**src/rtl/mt_pc_unit_pkg.sv**
```systemverilog
// Shared fetch definitions for the multi-context PC unit and IF/ID.
// Thread-ID width derivation, reset defaults and the fetch bundle.
package mt_pc_unit_pkg;

   localparam int unsigned FETCH_ADDR_W = 9;
   localparam int unsigned FETCH_TID_W  = 2;
   localparam int unsigned RESET_PC_DEF = 0;

   typedef struct packed {
      logic                    valid;
      logic [FETCH_TID_W-1:0]  tid;
      logic [FETCH_ADDR_W-1:0] pc;
   } fetch_t;

   // ceil(log2(n)), never below 1 so a single thread still has a tid bit
   function automatic int unsigned tid_w_of(input int unsigned n);
      int unsigned w;
      w = 1;
      while ((32'd1 << w) < n) w++;
      return w;
   endfunction

endpackage

```
**src/rtl/mt_pc_unit_rr.sv**
```systemverilog
// Rotating priority encoder: first set mask bit at or after ptr.
// Shared with the thread scheduler further down the pipeline.
module rr_pick_first #(
   parameter int unsigned N = 4,
   parameter int unsigned W = 2
) (
   input  logic [N-1:0] mask,
   input  logic [W-1:0] ptr,
   output logic [W-1:0] sel,
   output logic         any
);

   int idx;

   always_comb begin
      sel = '0;
      any = 1'b0;
      idx = 0;
      for (int i = 0; i < int'(N); i++) begin
         idx = int'(ptr) + i;
         if (idx >= int'(N)) idx = idx - int'(N);
         if (!any && mask[idx]) begin
            any = 1'b1;
            sel = W'(idx);
         end
      end
   end

endmodule

```
**src/rtl/mt_pc_unit.sv**
```systemverilog
// Per-thread program counters with round-robin fetch issue,
// stall hold and branch redirect; feeds IF/ID.
module mt_pc_unit
   import mt_pc_unit_pkg::*;
#(
   parameter int unsigned ADDR_W      = 9,
   parameter int unsigned NUM_THREADS = 4,
   parameter int unsigned TID_W       = tid_w_of(NUM_THREADS),
   parameter int unsigned STEP        = 1,
   parameter int unsigned RESET_PC    = RESET_PC_DEF
) (
   input  logic                   clk,
   input  logic                   reset,
   input  logic                   stall,
   input  logic [NUM_THREADS-1:0] thread_en,
   input  logic                   br_valid,
   input  logic [TID_W-1:0]       br_tid,
   input  logic [ADDR_W-1:0]      br_target,
   output logic                   fetch_valid,
   output logic [ADDR_W-1:0]      fetch_pc,
   output logic [TID_W-1:0]       fetch_tid
);

   logic [ADDR_W-1:0] pc_q [NUM_THREADS];
   logic [TID_W-1:0]  rr_ptr;
   logic [TID_W-1:0]  sel;
   logic [TID_W-1:0]  rr_next;
   logic              any;
   logic              issue;

   rr_pick_first #(
      .N (NUM_THREADS),
      .W (TID_W)
   ) u_pick (
      .mask (thread_en),
      .ptr  (rr_ptr),
      .sel  (sel),
      .any  (any)
   );

   assign issue = !stall && any;

   always_comb begin
      rr_next = sel + TID_W'(1);
      if (int'(sel) + 1 >= int'(NUM_THREADS)) rr_next = '0;
   end

   always_ff @(posedge clk) begin
      if (reset) begin
         for (int t = 0; t < int'(NUM_THREADS); t++)
            pc_q[t] <= ADDR_W'(RESET_PC);
         rr_ptr      <= '0;
         fetch_valid <= 1'b0;
         fetch_pc    <= '0;
         fetch_tid   <= '0;
      end else begin
         if (!stall) begin
            fetch_valid <= any;
            if (any) begin
               fetch_pc  <= pc_q[sel];
               fetch_tid <= sel;
               rr_ptr    <= rr_next;
            end
         end
         // redirect beats the post-issue increment; issued fetch is stale
         for (int t = 0; t < int'(NUM_THREADS); t++) begin
            if (br_valid && int'(br_tid) == t)
               pc_q[t] <= br_target;
            else if (issue && int'(sel) == t)
               pc_q[t] <= pc_q[t] + ADDR_W'(STEP);
         end
      end
   end

endmodule

```
**config.mk**
```make
export PLATFORM = sky130hd
export DESIGN_NAME = mt_pc_unit
export DESIGN_NICKNAME = d
export VERILOG_FILES = /design/src/rtl/mt_pc_unit_pkg.sv /design/src/rtl/mt_pc_unit_rr.sv /design/src/rtl/mt_pc_unit.sv
export SDC_FILE = /design/constraint.sdc
export NUM_CORES = 1
export LEC_CHECK = 0
export ABC_AREA = 1
export ABC_CLOCK_PERIOD_IN_PS = 4700
export BUFFER_PORTS_ARGS = -buffer_cell sky130_fd_sc_hd__buf_2
export CAP_MARGIN = 20
export CORE_MARGIN = 2
export CORE_UTILIZATION = 45
export DETAILED_ROUTE_END_ITERATION = 8
export SETUP_SLACK_MARGIN = 0.15
export SLEW_MARGIN = 20
export SYNTH_ARGS = -nofsm -noshare
export SYNTH_HDL_FRONTEND = slang
export SYNTH_HIERARCHICAL = 1
export SYNTH_SLANG_ARGS = --single-unit
```
**constraint.sdc**
```tcl
create_clock -name clk -period 4.7 [get_ports clk]
set_input_delay 0.235 -clock clk [delete_from_list [all_inputs] [get_ports clk]]
set_output_delay 0.235 -clock clk [all_outputs]
set_load 0.005 [all_outputs]
```
==> summary.md <==
| Metric | Value |
|---|---|
| Synth unique cells | 33 |
| Slew Viols, Final | 0 |
| DRT Pass-1 Iters | 5 |
| Core area | 8134 um^2 |
| Sw frac | 49.63% |
| Crit. End Element | flop |
| First-pass GRT wire length | 16,320 um |
| Logic pwr share | 55.6% |
| Max incr delay on CP | 0.65 ns |
| Final setup viols | 0 |
| Chip height | 95.13 um |
| WL final | 10,020 um |
| Total grt overflow | 0 |
| Clk_skew | between 0.008 and 0.009 ns |
| Crit path required time | 4.67 ns |
| EDFF count, synth | 36 |
| Initial antenna violation count | 0 |
| Root Buffer | clkbuf_8 |
| Hold Crit Class | primary input to flop |
| Multi-input logic area | 2022 um^2 |
| Clock power frac | 12.3% |
| Pwr Density | 618.2 nW/um^2 |
| CTS tree | done |
| P_sw | 0.001244 W |
| Post-CTS sizing | 0 |
| Post-CTS Setup Inserts | 0 |
| Post-Syn Area | 3737 um^2 |
| Residual DRC count | 0 |
| Ant. Diodes | 0 |
| Final Core Density | 49.85% |
| Startpoint Class | flop |
| CP max-delay cell | dfxtp_1 |
| Final-report hold violation count | 0 |
| Total CTS buffers | 5 |
| Fmax achieved | 300.4 MHz |
| IO Pins | 31 |
| Area share of the largest cell type after synthesis | 28.93% |
| Synth Area per Inst | 6.820 um^2 |
| Count leader, synth | nand2_1 |
| Worst skew pair latency | 0.32 ns |
| Via/cell ratio | 5.199 |
| Reg area | 1361 um^2 |
| Number of max-cap violations | 0 |
| Die Span X | 95.13 um |
| Maximum VDD drop | approximately 0.38 mV |
| Reg clk slew, reported paths | 0.10 ns |
| Total Neg Setup Slack | 0 ns |
| Setup WS pre-CTS | 1.388 ns |
| Primary FF master, synth | edfxtp_1 |
| Synth area leader | edfxtp_1 |
| Seq/Total Area, Yosys | 36.42% |
| Finished Cell Area | 4055 um^2 |
| Initial Utilization | 45.95% |
| Fillers | 842 |
| #FFs+latches synth | 50 |
| Post-DP HPWL | 7789 um |
| Overall Global Routing Usage | 23.42% |
| Ys Warns | 6 |
| Setup ws final | 1.371 ns |
| Fin crit period | 3.329 ns |
| Commonest cells post-synth | nand2_1 (163), nor2_1 (87), inv_1 (67) |
| WL per Instance | around 15 um |
| Share of cells above drive strength 1 | a little over an eighth |
| 1st-iter DRT viols | 207 |
| RSZ-0062 raised after global routing | no |
| Die ar. | 9050 um^2 |
| Area Overhead vs Synth | 8.504% |
| NumNets Final | 599 |
| IO buf count | 30 |
| Worst path arrival time | approximately 3.3 ns |
| Via Count | 3,525 |
| Clock sinks | 50 |
| Post-DP Area | 3943 um^2 |
| Longest Clk Path Bufs | 2 |
| Vias in the first global route | 3,269 |
| Leak | 1.897 nW |
| CTS HTree Levels | 2 |
| ANT nets after route | 0 |
| Num rows | 33 |
| Critical path fanouts, max | 14 |
| Max-slew headroom | a little over half |
| Syn nets | 575 |
| Worst-margin pin slew | 0.7050 ns |
| Ranking of synthesized cells by area | edfxtp_1 (29%), nand2_1 (16%), nor2_1 (8.7%), dfxtp_1 (7.5%), inv_1 (6.7%) |
| Pin count of the biggest net entering global routing | 39 |
| Final period utilization | 70.83% |
| Sequential cell fraction of total power | 32.1% |
| Setup CP Type | flop to flop |
| Status | complete, no violations |
| Ys async rst share | 0% |
| CTS Hold Bufs | 0 |
| Crit-path cells | inv_2, nand2_1, nand3_1, nand2_2, inv_1, nand4_1, nand3_1, inv_1, ha_1, inv_1, nor2_1, nand2_1, nand3_1 |
| Internal power component | 0.001263 W |
| Mapped Cells | 548 |
| Final Wtd Congestion | 0.9272 |
-- power by group through the flow --
stage / combinational (W) / clock (W) / sequential [W]
global route: 0.00157 / 0.000331 / 0.000827
detailed placement: 0.00138 / 0 / 0.000815
CTS: 0.00139 / 0.000313 / 0.000804
finish: 0.00139 / 0.000308 / 0.000805
floorplan: 0.00110 / 0 / 0.000757
global placement: 0.00136 / 0 / 0.000811
-- final cells by class --
cell class | instances | area share (%)
Multi-Input combinational cell | 412 | 49.86
Clock inverter | 2 | 0.4628
Sequential cell | 50 | 33.57
Clock buffer | 6 | 2.314
Inverter | 72 | 6.665
Tap cell | 105 | 3.240
Timing Repair Buffer | 31 | 3.888
-- cells by family after synthesis --
family                     Yosys count  share of synthesized area, %
and+or+nand+nor                    334                         39.50
DFF                                 50                         36.42
adders and majority gates            8                         2.678
AOI/OAI and AO/OA                   64                         10.51
buffers and inverters               86                         9.474
xor gates and xnor gates             6                         1.406
-- sequential cells by signal, indices dropped and copies added, names as in the netlist --
register / flops
fetch_pc: 9
fetch_tid: 2
fetch_valid: 1
pc_q: 36
rr_ptr: 2
-- worst paths after layout --
path | cells past startpoint | slack, ns | start | end
setup / recovery | 13 | 1.37 | rr_ptr[0] | pc_q[0][5]
hold / removal | 3 | 0.20 | stall | fetch_valid
setup reg to reg | 13 | 1.37 | rr_ptr[0] | pc_q[0][5]
hold reg to reg | 2 | 0.46 | fetch_valid | fetch_valid
-- placed cells by master (no fill, tap or decap), types with 8 or more instances in the layout --
cell type	instances
nand2_1	163
nor2_1	87
inv_1	67
nand3_1	48
edfxtp_1	36
buf_2	30
o21ai_0	25
o211ai_1	16
a21oi_1	15
dfxtp_1	14
nand2_2	11
ha_1	8
-- through the flow --
stage               cells  power, W  hold slack, ns
floorplan             548  0.001854          0.3824
global placement      670  0.002175          0.4431
detailed placement    670  0.002196          0.4473
CTS                   678  0.002502          0.2033
global route          678  0.002733          0.2314
finish                678  0.002507          0.2005
-- worst max-delay path: cells and delay by family, from the launching register on --
family | cells | cell delay [ns]
adders and majority gates | 1 | 0.25
DFF | 1 | 0.65
buffers and inverters | 4 | 0.73
and+or+nand+nor | 8 | 1.35
-- metal layers --
layer  wire (um)  global-route usage [%]  vias to the layer above
li1            -                       -                     1808
met1        4694                   31.87                     1601
met2        4620                   38.67                       97
met3         473                   3.320                       19
met4         226                   6.763                        0
met5           0                       0                        -
(Power assumes the default switching activity.)
